<file path="src/rtl/mult_pkg.sv">
// Shared types and constants for the signed-magnitude multiplier sequencer.
package mult_pkg;

    localparam int MULT_WIDTH = 8;

    typedef enum logic [1:0] {
        IDLE = 2'd0,
        RUN  = 2'd1,
        DONE = 2'd2
    } mult_state_t;

    // Width of an iteration counter that must be able to hold the value w.
    function automatic int cnt_width(input int w);
        return $clog2(w + 1);
    endfunction

endpackage

</file>
<file path="src/rtl/mult_shift_add_dp.sv">
// Radix-2 shift-add datapath: multiplicand, multiplier, accumulator and iteration count.
// Optional macro EARLY_TERM_EN adds a done condition on an exhausted multiplier.
module mult_shift_add_dp
    import mult_pkg::*;
#(
    parameter int WIDTH = MULT_WIDTH
) (
    input  logic                 clk,
    input  logic                 rst,
    input  logic                 load,
    input  logic                 step,
    input  logic [WIDTH-1:0]     numero1,
    input  logic [WIDTH-1:0]     numero2,
    output logic [2*WIDTH-1:0]   acc_next,
    output logic                 done
);

    localparam int CW = cnt_width(WIDTH);

    logic [2*WIDTH-1:0] mcand_r;
    logic [WIDTH-1:0]   mplier_r;
    logic [2*WIDTH-1:0] acc_r;
    logic [CW-1:0]      cnt_r;
    logic [WIDTH-1:0]   mplier_next_s;
    logic               last_s;

    // Accumulator value after this cycle's conditional add, and the final-iteration flag.
    always_comb begin
        acc_next      = acc_r + (mplier_r[0] ? mcand_r : {(2*WIDTH){1'b0}});
        mplier_next_s = mplier_r >> 1;
        last_s        = (cnt_r == CW'(WIDTH - 1));
`ifdef EARLY_TERM_EN
        done          = last_s | (mplier_next_s == {WIDTH{1'b0}});
`else
        done          = last_s;
`endif
    end

    // Operand load and one add-shift iteration per step.
    always_ff @(posedge clk or negedge rst) begin
        if (!rst) begin
            mcand_r  <= {(2*WIDTH){1'b0}};
            mplier_r <= {WIDTH{1'b0}};
            acc_r    <= {(2*WIDTH){1'b0}};
            cnt_r    <= {CW{1'b0}};
        end else if (load) begin
            mcand_r  <= {{WIDTH{1'b0}}, numero1};
            mplier_r <= numero2;
            acc_r    <= {(2*WIDTH){1'b0}};
            cnt_r    <= {CW{1'b0}};
        end else if (step) begin
            mcand_r  <= mcand_r << 1;
            mplier_r <= mplier_next_s;
            acc_r    <= acc_next;
            cnt_r    <= cnt_r + CW'(1);
        end else begin
            mcand_r  <= mcand_r;
            mplier_r <= mplier_r;
            acc_r    <= acc_r;
            cnt_r    <= cnt_r;
        end
    end

endmodule

</file>
<file path="src/rtl/mult_sequencer.sv">
// Sequencer for the signed-magnitude multiplier: handshake FSM, sign tracking and held result.
// Optional macro EARLY_TERM_EN: stop iterating once the multiplier is exhausted.
module mult_sequencer
    import mult_pkg::*;
#(
    parameter int WIDTH = MULT_WIDTH
) (
    input  logic                 clk,
    input  logic                 rst,
    input  logic                 in_valid,
    output logic                 in_ready,
    input  logic [WIDTH-1:0]     numero1,
    input  logic [WIDTH-1:0]     numero2,
    input  logic                 signo1,
    input  logic                 signo2,
    output logic [2*WIDTH-1:0]   producto,
    output logic                 signo_p,
    output logic                 result_valid,
    input  logic                 result_ack,
    output logic                 busy
);

    mult_state_t        state_r;
    mult_state_t        next_state_s;
    logic               load_s;
    logic               step_s;
    logic               finish_s;
    logic               zero_done_s;
    logic               clear_s;
    logic               zero_op_s;
    logic               sgn_r;
    logic [2*WIDTH-1:0] acc_next_s;
    logic               dp_done_s;
    logic [2*WIDTH-1:0] producto_r;
    logic               signo_p_r;
    logic               result_valid_r;

    mult_shift_add_dp #(.WIDTH(WIDTH)) u_dp (
        .clk      (clk),
        .rst      (rst),
        .load     (load_s),
        .step     (step_s),
        .numero1  (numero1),
        .numero2  (numero2),
        .acc_next (acc_next_s),
        .done     (dp_done_s)
    );

    assign in_ready     = (state_r != RUN);
    assign busy         = (state_r == RUN);
    assign producto     = producto_r;
    assign signo_p      = signo_p_r;
    assign result_valid = result_valid_r;

    // Next-state and datapath strobes; a new handshake in DONE doubles as the ack.
    always_comb begin
        next_state_s = state_r;
        load_s       = 1'b0;
        step_s       = 1'b0;
        finish_s     = 1'b0;
        zero_done_s  = 1'b0;
        clear_s      = 1'b0;
`ifdef EARLY_TERM_EN
        zero_op_s    = (numero2 == {WIDTH{1'b0}});
`else
        zero_op_s    = 1'b0;
`endif
        case (state_r)
            IDLE, DONE: begin
                if (in_valid) begin
                    load_s = 1'b1;
                    if (zero_op_s) begin
                        zero_done_s  = 1'b1;
                        next_state_s = DONE;
                    end else begin
                        next_state_s = RUN;
                    end
                end else if ((state_r == DONE) && result_ack) begin
                    clear_s      = 1'b1;
                    next_state_s = IDLE;
                end else begin
                    next_state_s = state_r;
                end
            end
            RUN: begin
                step_s = 1'b1;
                if (dp_done_s) begin
                    finish_s     = 1'b1;
                    next_state_s = DONE;
                end else begin
                    next_state_s = RUN;
                end
            end
            default: begin
                next_state_s = IDLE;
            end
        endcase
    end

    // State register.
    always_ff @(posedge clk or negedge rst) begin
        if (!rst) begin
            state_r <= IDLE;
        end else begin
            state_r <= next_state_s;
        end
    end

    // Product sign latch and result registers; a zero product never carries a negative sign.
    always_ff @(posedge clk or negedge rst) begin
        if (!rst) begin
            sgn_r          <= 1'b0;
            producto_r     <= {(2*WIDTH){1'b0}};
            signo_p_r      <= 1'b0;
            result_valid_r <= 1'b0;
        end else begin
            if (load_s) begin
                sgn_r <= signo1 ^ signo2;
            end else begin
                sgn_r <= sgn_r;
            end
            if (finish_s) begin
                producto_r     <= acc_next_s;
                signo_p_r      <= sgn_r & (|acc_next_s);
                result_valid_r <= 1'b1;
            end else if (zero_done_s) begin
                producto_r     <= {(2*WIDTH){1'b0}};
                signo_p_r      <= 1'b0;
                result_valid_r <= 1'b1;
            end else if (load_s || clear_s) begin
                result_valid_r <= 1'b0;
            end else begin
                result_valid_r <= result_valid_r;
            end
        end
    end

endmodule

</file>
<file path="config.mk">
export PLATFORM = sky130hd
export DESIGN_NAME = mult_sequencer
export DESIGN_NICKNAME = d
export VERILOG_FILES = /design/src/rtl/mult_pkg.sv /design/src/rtl/mult_shift_add_dp.sv /design/src/rtl/mult_sequencer.sv
export SDC_FILE = /design/constraint.sdc
export NUM_CORES = 1
export LEC_CHECK = 0
export ABC_AREA = 1
export BUFFER_PORTS_ARGS = -buffer_cell sky130_fd_sc_hd__clkbuf_2
export CAP_MARGIN = 20
export CORE_ASPECT_RATIO = 0.9
export CORE_MARGIN = 3
export CORE_UTILIZATION = 50
export DETAILED_ROUTE_END_ITERATION = 7
export PLACE_DENSITY_LB_ADDON = 0.12
export SYNTH_ARGS = -nofsm -noshare
export SYNTH_HDL_FRONTEND = slang
export SYNTH_SLANG_ARGS = --single-unit
</file>
<file path="constraint.sdc">
create_clock -name clk -period 5.6 [get_ports clk]
set_input_delay 0.56 -clock clk [delete_from_list [all_inputs] [get_ports clk]]
set_output_delay 0.56 -clock clk [all_outputs]
set_load 0.05 [all_outputs]
</file>
* After elaboration in Yosys (flattened, before gate mapping)
Index checks and enable logic that the tools add are counted.
** Storage, ports and cells
- Logic and storage cells :: 48
- Memories :: 0
- Memory bits (writable) :: 0
- Flip-flop bits (word level) :: 65
- Bits in read-only memories :: 0
- Latch bits :: 0
- Input port bits :: 22
- Output and inout port bits :: 20
** Cells by class
- Bitwise gates (word level) :: 2
- Order comparisons :: 0
- Shift-type cells :: 0
- Multiplexer cells :: 23
- Multipliers :: 0
- Reductions and logical operators :: 7
- Div/mod/pow operators :: 0
- Equality and inequality tests :: 5
- Add/subtract/negate cells :: 2
** Operators with widths (count)
- 16-bit 2-to-1 mux :: 5
- 16-bit adder :: 1
- 8-bit 2-to-1 mux :: 2
- 16-bit OR reduction :: 1
- 1-bit 2-to-1 mux :: 10
- 4-bit 2-to-1 mux :: 2
- 2-bit 2-to-1 mux :: 3
- 4-bit by 1-bit adder with 4-bit output, second input constant :: 1
- 4-bit by 3-bit equality test with 1-bit output, second input constant :: 1
- 2-bit case mux with 2 select lines :: 1
- 2-bit nonzero test :: 2
- 3-bit inequality test, second input constant :: 1
- 2-bit by 1-bit equality test with 1-bit output, second input constant :: 1
- 2-bit equality test, second input constant :: 1
- 2-bit zero test :: 1
- 2-bit by 1-bit inequality test with 1-bit output, second input constant :: 1
- 2-bit OR reduction :: 1
- 1-bit bitwise AND :: 1
- 1-bit logical AND :: 1
- 1-bit logical OR :: 1
- 1-bit XOR :: 1

* Longest topological paths before layout
Gate-level depths: netlist of the first run.
- Word-level depth :: 8
- Depth in mapped cells :: 19
- Depth with buffers taken out :: 17

* Hierarchy
A second synthesis of the first run with hierarchy kept.
** Unflattened totals
- Cell total of the unflattened synthesis :: 498
- Area, all modules :: 3746.1 sq um
** Modules (own cells, without submodules)
- mult_shift_add_dp :: sequential area each 1101.1 sq um, cells each 388, times used 1, area an instance 2827.7 sq um
- mult_sequencer :: sequential area each 525.5 sq um, cells each 110, times used 1, area an instance 918.4 sq um

* Worst setup path after synthesis of the first run
OpenSTA, ideal clock, no wires.
- Kind :: register to register
- Start point :: register u_dp.mplier_r[0]
- End point :: register signo_p_r, in the netlist signo_p
- Required time :: 5482 ps
- Data arrival time :: 2083 ps
- Buffers on the path :: 2
- Setup time :: 118 ps
- Stages on the path, launching flop included :: 18
- Path slack :: 3399 ps
- Period minus slack after synthesis :: 2201 ps
- Cells stage by stage :: dfrtp_1 > clkbuf_1 > clkbuf_1 > nand2_1 > inv_1 > ha_1 > nand2_2 > inv_1 > a21oi_2 > nor2_1 > nor2_1 > nand2_1 > nand2_1 > nand2_1 > nor2_1 > nand3_1 > nand2_1 > nand2_1
** Between the ends
- Longest elaborated chain between the ends :: 4
** Ends and longest elaborated chain
- start, declared :: line mult_shift_add_dp.sv:21 : logic [WIDTH-1:0] mplier_r;
- start signal, assigned :: line mult_shift_add_dp.sv:43 : mplier_r <= {WIDTH{1'b0}};
- start signal, assigned :: line mult_shift_add_dp.sv:48 : mplier_r <= numero2;
- start signal, assigned :: line mult_shift_add_dp.sv:53 : mplier_r <= mplier_next_s;
- 16-bit 2-to-1 mux :: line mult_shift_add_dp.sv:29 : acc_next = acc_r + (mplier_r[0] ? mcand_r : {(2*WIDTH){1'b0}});
- 16-bit adder :: line mult_shift_add_dp.sv:29
- 16-bit OR reduction :: line mult_sequencer.sv:124 : signo_p_r <= sgn_r & (|acc_next_s);
- 1-bit bitwise AND :: line mult_sequencer.sv:124
- end signal, assigned :: line mult_sequencer.sv:124
- end, declared :: line mult_sequencer.sv:35 : logic signo_p_r;
Every way passes these cells.
A chain may end at the register's enable or synchronous reset.

* Worst setup path after layout of the first run
- Start point :: register state_r[0]
- End point :: register u_dp.acc_r[9]
** Between the ends
- Longest elaborated chain between the ends :: 4
- Elaborated cells on any way between the ends :: 8
- Those cells by class :: eq/ne (2); mux (3); reduce/logical (3)
** Ends and longest elaborated chain
- start, declared :: line mult_sequencer.sv:23 : mult_state_t state_r;
- start signal, assigned :: line mult_sequencer.sv:105 : state_r <= next_state_s;
- 2-bit equality test / 2-bit zero test (equally long branches) :: line mult_sequencer.sv:68 : case (state_r)
- 2-bit OR reduction :: line mult_sequencer.sv:68
- 1-bit 2-to-1 mux :: line mult_sequencer.sv:68
- 16-bit 2-to-1 mux / 2-bit nonzero test (equally long branches)
- end signal, assigned :: line mult_shift_add_dp.sv:44 : acc_r <= {(2*WIDTH){1'b0}};
- end signal, assigned :: line mult_shift_add_dp.sv:49 : acc_r <= {(2*WIDTH){1'b0}};
- end signal, assigned :: line mult_shift_add_dp.sv:54 : acc_r <= acc_next;
- end, declared :: line mult_shift_add_dp.sv:22 : logic [2*WIDTH-1:0] acc_r;
Several ways; a longest one is shown, not always the timed one.

==> results.ini, run 1 <==
[timing]
clock_skew_ps = 9.080
slew_viol_final = 0
setup_viol = 0
rsz0062_at_grt = false
timing.final.ws_setup_ps = 2790
hold_violations = 0
fmax_ghz = 0.3558
fin_setup_tns_ps = 0
timing.final.crit_share_pct = 50.18
fin_crit_ps = 2810
worstMarginPinSlew_ps = 808.5
relSlewSlack_pct = 46.10

[floorplanning]
die_x_um = 96.48
die_h_um = 87.43
core-area_um2 = 7112
io_pins = 42
rows = 29
die_area_um2 = 8434
start_util_pct = 51.79

[placed_design]
place_ws_ps = 2709
place_congestion = 0.8422
numPortBuffers = 41
hpwl_mm = 5.802

[flow_run]
timing.max_cap.violations = 0

[clock_tree]
ctsHtreeMaxLevel = 3
clockBufferDepth = 2
insertion_delay_ps = 350
cts_resized = 0
cts.reportedPaths.clkPinSlew_ps = 80
ctsHoldBuffers = 0
post_cts_buffers = 0
cts_buffers = 9
clock-sinks = 65
root_buffer = clkbuf_8
tritoncts = built

[critical_path]
crit_arrival_ps = 3050
regToRegStartpoint = state_r[0]
crit_path_end = u_dp.acc_r[9]
cp_top_family = simple AND/OR/NAND/NOR gates
rr_worst_depth = 6
crit_top_cell = inv_2
cp_cell_sequence = inv_1, nor2_2, inv_2, nand2_1, inv_2, a22o_1
end_kind = flip-flop
path_class = reg2reg
r2r_end = u_dp.acc_r[9]
path_buf_inv = 3
cp.required_ps = 5840
cp_slowest_cell = nand2_1
r2r_slack_ps = 2790
cp-startpoint = state_r[0]
critPathMaxFanout = 33
worst_setup_path_start_kind = flip-flop
slowest_delay_ps = 610
path_depth = 6

[route]
viasPerCell = 4.881
wl_met3_um = 375
top_layer = met4
vias = 3104
drc = 0
first_pass_iters = 4
drtIter0Drc = 150
wl_met2_mm = 3.485
wl_per_cell_um = 12.58
m1WireLength_mm = 4.034
wl_mm = 8.003
ant_nets = 0

[global_routing]
antenna_found_initial = 0
grt-ovfl-total = 0
grt_usage_pct = 21.98
grt_pass1_wl_mm = 14.26
grt_max_degree = 66
grt_pass1_vias = 3056

[synthesis]
yosysTopAreaCellShare_pct = 44.16
synth_ff_type = dfrtp_1
synth_warnings = 0
synth_nets = 537
ys_seq_area_share_pct = 44.16
synth_area_leaders = dfrtp_1 44%, nand2_1 18%, inv_1 9.0%
synth-edff-count = 0
synthArstFlopShare_pct = 100.0
syn_inst = 498
syn_avg_cell_area_um2 = 7.397
ys_seq_elements = 65
netlist-cell-type-count = 30
synth_area_leader_cell = dfrtp_1
netlist_area_um2 = 3684

[layout]
fillCellCount = 688
drive_gt1_share_pct = 14.36
nets = 577
n_antenna_cell = 0
syn2layout_area_growth_pct = 13.45

[power_and_ir_drop]
vdd_drop_max_mv = 0.3942
p_leak_nw = 2.370
power_density_nw_per_um2 = 635.1
fin_total_pwr_mw = 2.654

[worst_hold_path]
min_path_type = in2async

[status]
status = completed

-- flip-flops by register name, indices dropped and copies added, names as in the netlist --
signal	flops
producto	16
state_r	2
u_dp.cnt_r	4
u_dp.acc_r	16
sgn_r	1
result_valid	1
u_dp.mplier_r	8
signo_p	1
u_dp.mcand_r	16
-- kinds of logic (layout without fill, tap and decap cells) --
group | count (synthesis) | in the layout | share of synthesized area [%]
adders and majority gates | 17 | 17 | 5.978
DFF | 65 | 65 | 44.16
and+or+nand+nor | 240 | 240 | 27.04
AOI/OAI and AO/OA | 67 | 67 | 10.70
xor gates and xnor gates | 4 | 4 | 1.155
buffers and inverters | 105 | 150 | 10.97
-- power by group --
part	internal, mW	total, mW	switching, mW
registers	0.682	0.810	0.128
clock network	0.232	0.425	0.193
logic	0.426	1.42	0.993
-- area by class of cell --
type / count / area, um^2 / share of cell area (%)
multi-input cells: 328 / 1653 / 39.55
flip-flops and latches: 65 / 1627 / 38.92
inverters: 91 / 341.6 / 8.174
repair buffers: 43 / 227.7 / 5.449
clock buffers: 11 / 151.4 / 3.623
well taps: 93 / 116.4 / 2.784
clock inverters: 5 / 62.56 / 1.497
-- synth_stat cells, drive strengths merged, types with 2 or more instances --
cell    number
nand2      182
inv         91
dfrtp       65
o21ai       37
nand3       24
nor2        23
ha          16
clkbuf      11
a21oi       10
o22ai        8
o221ai       7
nand3b       4
nand4        4
buf          3
a22o         2
nor3         2
o211ai       2
xnor2        2
xor2         2
-- metal layers --
metal,global-route usage (%),vias to the layer above
met5,0,-
met4,6.624,0
met3,5.618,9
met2,31.52,63
met1,32.61,1399
li1,-,1633
-- how the worst min path moves through the flow --
stage           startpoint  depth (start not counted)         endpoint
2_1_floorplan          rst                          0      producto[0]
3_3_place_gp   producto[2]                          2      producto[2]
3_5_place_dp   producto[8]                          2      producto[8]
4_1_cts         numero1[0]                          3  u_dp.mcand_r[0]
5_1_grt         numero1[1]                          3  u_dp.mcand_r[1]
6_report               rst                          2     producto[11]
-- layout by cell type (no fill, tap or decap), types with 2 or more instances in the layout --
cell,netlist,routed
nand2_1,174,174
inv_1,88,88
dfrtp_1,65,65
clkbuf_2,0,40
o21ai_0,36,36
nand3_1,24,24
nor2_1,19,19
ha_1,16,16
clkbuf_8,0,11
a21oi_1,9,9
nand2_2,8,8
o22ai_1,8,8
o221ai_1,7,7
nor2_2,4,4
nand4_1,4,4
nand3b_1,4,4
inv_2,3,3
a22o_1,2,2
xnor2_1,2,2
o211ai_1,2,2
clkinvlp_4,0,2
-- metrics by stage --
step | cell area [um^2] | hold WS [ps] | cells | util, %
detailed placement | 3950 | 472.8 | 619 | 55.54
CTS | 4164 | 404.2 | 635 | 58.55
finish | 4179 | 361.2 | 636 | 58.76
floorplan | 3684 | 264.4 | 498 | -
global route | 4179 | 421.1 | 636 | 58.76
global placement | 3950 | 461.6 | 619 | 55.54
Power figures use the tool's default switching activity.
==> run 2, diff against run 1 <==
==> constraint.sdc (replaced) <==
create_clock -name clk -period 2.4 [get_ports clk]
set_input_delay 0.24 -clock clk [delete_from_list [all_inputs] [get_ports clk]]
set_output_delay 0.24 -clock clk [all_outputs]
set_load 0.05 [all_outputs]
==> run 2 against run 1 <==
- sequential share of layout area is 1.2 points lower
- highest routed layer unchanged
- final cell count up 0.79%
- design area increased by 3.1%
- fmax rose by 29%
- utilization is 1.8 points higher
- via count rose by 3.4%
- clock skew grew 0.76 ps
- non-clock buffer count up 5
- sequential power rose by 130%
==> results.ini, run 2 (synthesis gave the netlist of run 1 again) <==
[status]
status = completed

[route]
wl_per_cell_um = 13.28
first_pass_iters = 5
m1WireLength_mm = 4.207
viasPerCell = 5.009
vias = 3211
top_layer = met4
drtIter0Drc = 167
wl_met3_um = 351
wl_mm = 8.510
wl_met2_mm = 3.839
drc = 0
ant_nets = 0

[placed_design]
hpwl_mm = 6.026
place_ws_ps = 89.11
numPortBuffers = 41
place_congestion = 0.9021

[timing]
slew_viol_final = 0
timing.final.crit_share_pct = 91.12
holdWs_ps = 52.85
fmax_ghz = 0.4573
hold_violations = 0
relSlewSlack_pct = 44.43
clock_skew_ps = 9.840
fin_crit_ps = 2187
timing.final.ws_setup_ps = 213.0
setup_viol = 0
fin_setup_tns_ps = 0
worstMarginPinSlew_ps = 833.5

[clock_tree]
clockBufferDepth = 2
cts.reportedPaths.clkPinSlew_ps = 70
root_buffer = clkbuf_8
post_cts_buffers = 0
ctsHtreeMaxLevel = 3
cts_buffers = 9
insertion_delay_ps = 350
clock-sinks = 65
tritoncts = built

[critical_path]
crit_arrival_ps = 2430
rr_worst_depth = 16
r2r_slack_ps = 210
regToRegStartpoint = u_dp.mplier_r[0]
critPathMaxFanout = 11
worst_setup_path_start_kind = flip-flop
r2r_end = signo_p
path_class = reg2reg
cp.required_ps = 2640
end_kind = flip-flop

[global_routing]
grt-ovfl-total = 0
grt_pass1_vias = 3136
grt_max_degree = 66
grt_usage_pct = 22.59
grt_pass1_wl_mm = 14.59
antenna_found_initial = 0

[layout]
final_util_pct = 60.61
final_common_cell = nand2_1
syn2layout_area_growth_pct = 17.02
n_antenna_cell = 0
drive_gt1_share_pct = 18.43
nets = 582
layout_common_cells = 169 x nand2_1, 88 x inv_1, 64 x dfrtp_1

[power_and_ir_drop]
p_leak_nw = 2.391
power_density_nw_per_um2 = 1491
fin_total_pwr_mw = 6.429
vdd_drop_max_mv = 1.259

[floorplanning]
io_pins = 42
die_x_um = 96.48
start_util_pct = 51.79
die_h_um = 87.43
die_area_um2 = 8434
rows = 29
core-area_um2 = 7112

[worst_hold_path]
min_path_type = in2async

[flow_run]
timing.max_cap.violations = 0

==> run 2: power breakdown <==
part	internal (mW)	switching, mW
Sequential	1.59	0.299
Combinational	1.17	2.43
Clock	0.483	0.455
Total	3.24	3.18
==> run 2: layout make-up <==
class                   count  area (um^2)
well taps                  93        116.4
inverters                  91        341.6
clock inverters             6        68.82
repair buffers             48        261.5
fillers                   680         2801
flip-flops and latches     65         1628
multi-input cells         328         1767
clock buffers              10        127.6
==> run 2: timing repair <==
| item | 4_1_cts | 5_1_grt |
|---|---|---|
| hold buffers | 0 | 0 |
| setup endpoints to repair | 0 | 3 |
| resized for setup | 0 | 25 |
==> run 2: worst max-delay path by stage <==
stage / start / end / slack [ps]
global placement: u_dp.mplier_r[0] / signo_p / 130
global route: u_dp.mplier_r[0] / signo_p / -2
finish: u_dp.mplier_r[0] / signo_p / 210
floorplan: u_dp.mplier_r[0] / signo_p / 200
CTS: u_dp.mplier_r[0] / signo_p / 80
detailed placement: u_dp.mplier_r[0] / signo_p / 90
==> run 2: worst max-delay path, cell delays in order, from the launching register on <==
cell and delay, ps:
dfrtp_2 440, buf_6 150, nand2_1 60, inv_1 40, ha_2 370, nand2_1 130
nor2_2 140, and2_1 130, nand2_1 70, nand2_1 70, nand2_1 60, nand2_2 110
nand2_2 60, nor2_2 70, nand3_1 80, nand2_1 60, nand2_1 40
==> run 2: metrics by stage <==
stage / instances / instance area (um^2)
2_1_floorplan: 498 / 3684
5_1_grt: 641 / 4310
6_report: 641 / 4310
3_5_place_dp: 625 / 3995
3_3_place_gp: 625 / 3995
4_1_cts: 641 / 4192
==> run 2: routing by layer <==
metal	up-vias	track usage (%)
met4	0	6.624
met1	1493	32.43
li1	1655	-
met2	55	34.02
met5	-	0
met3	8	5.359
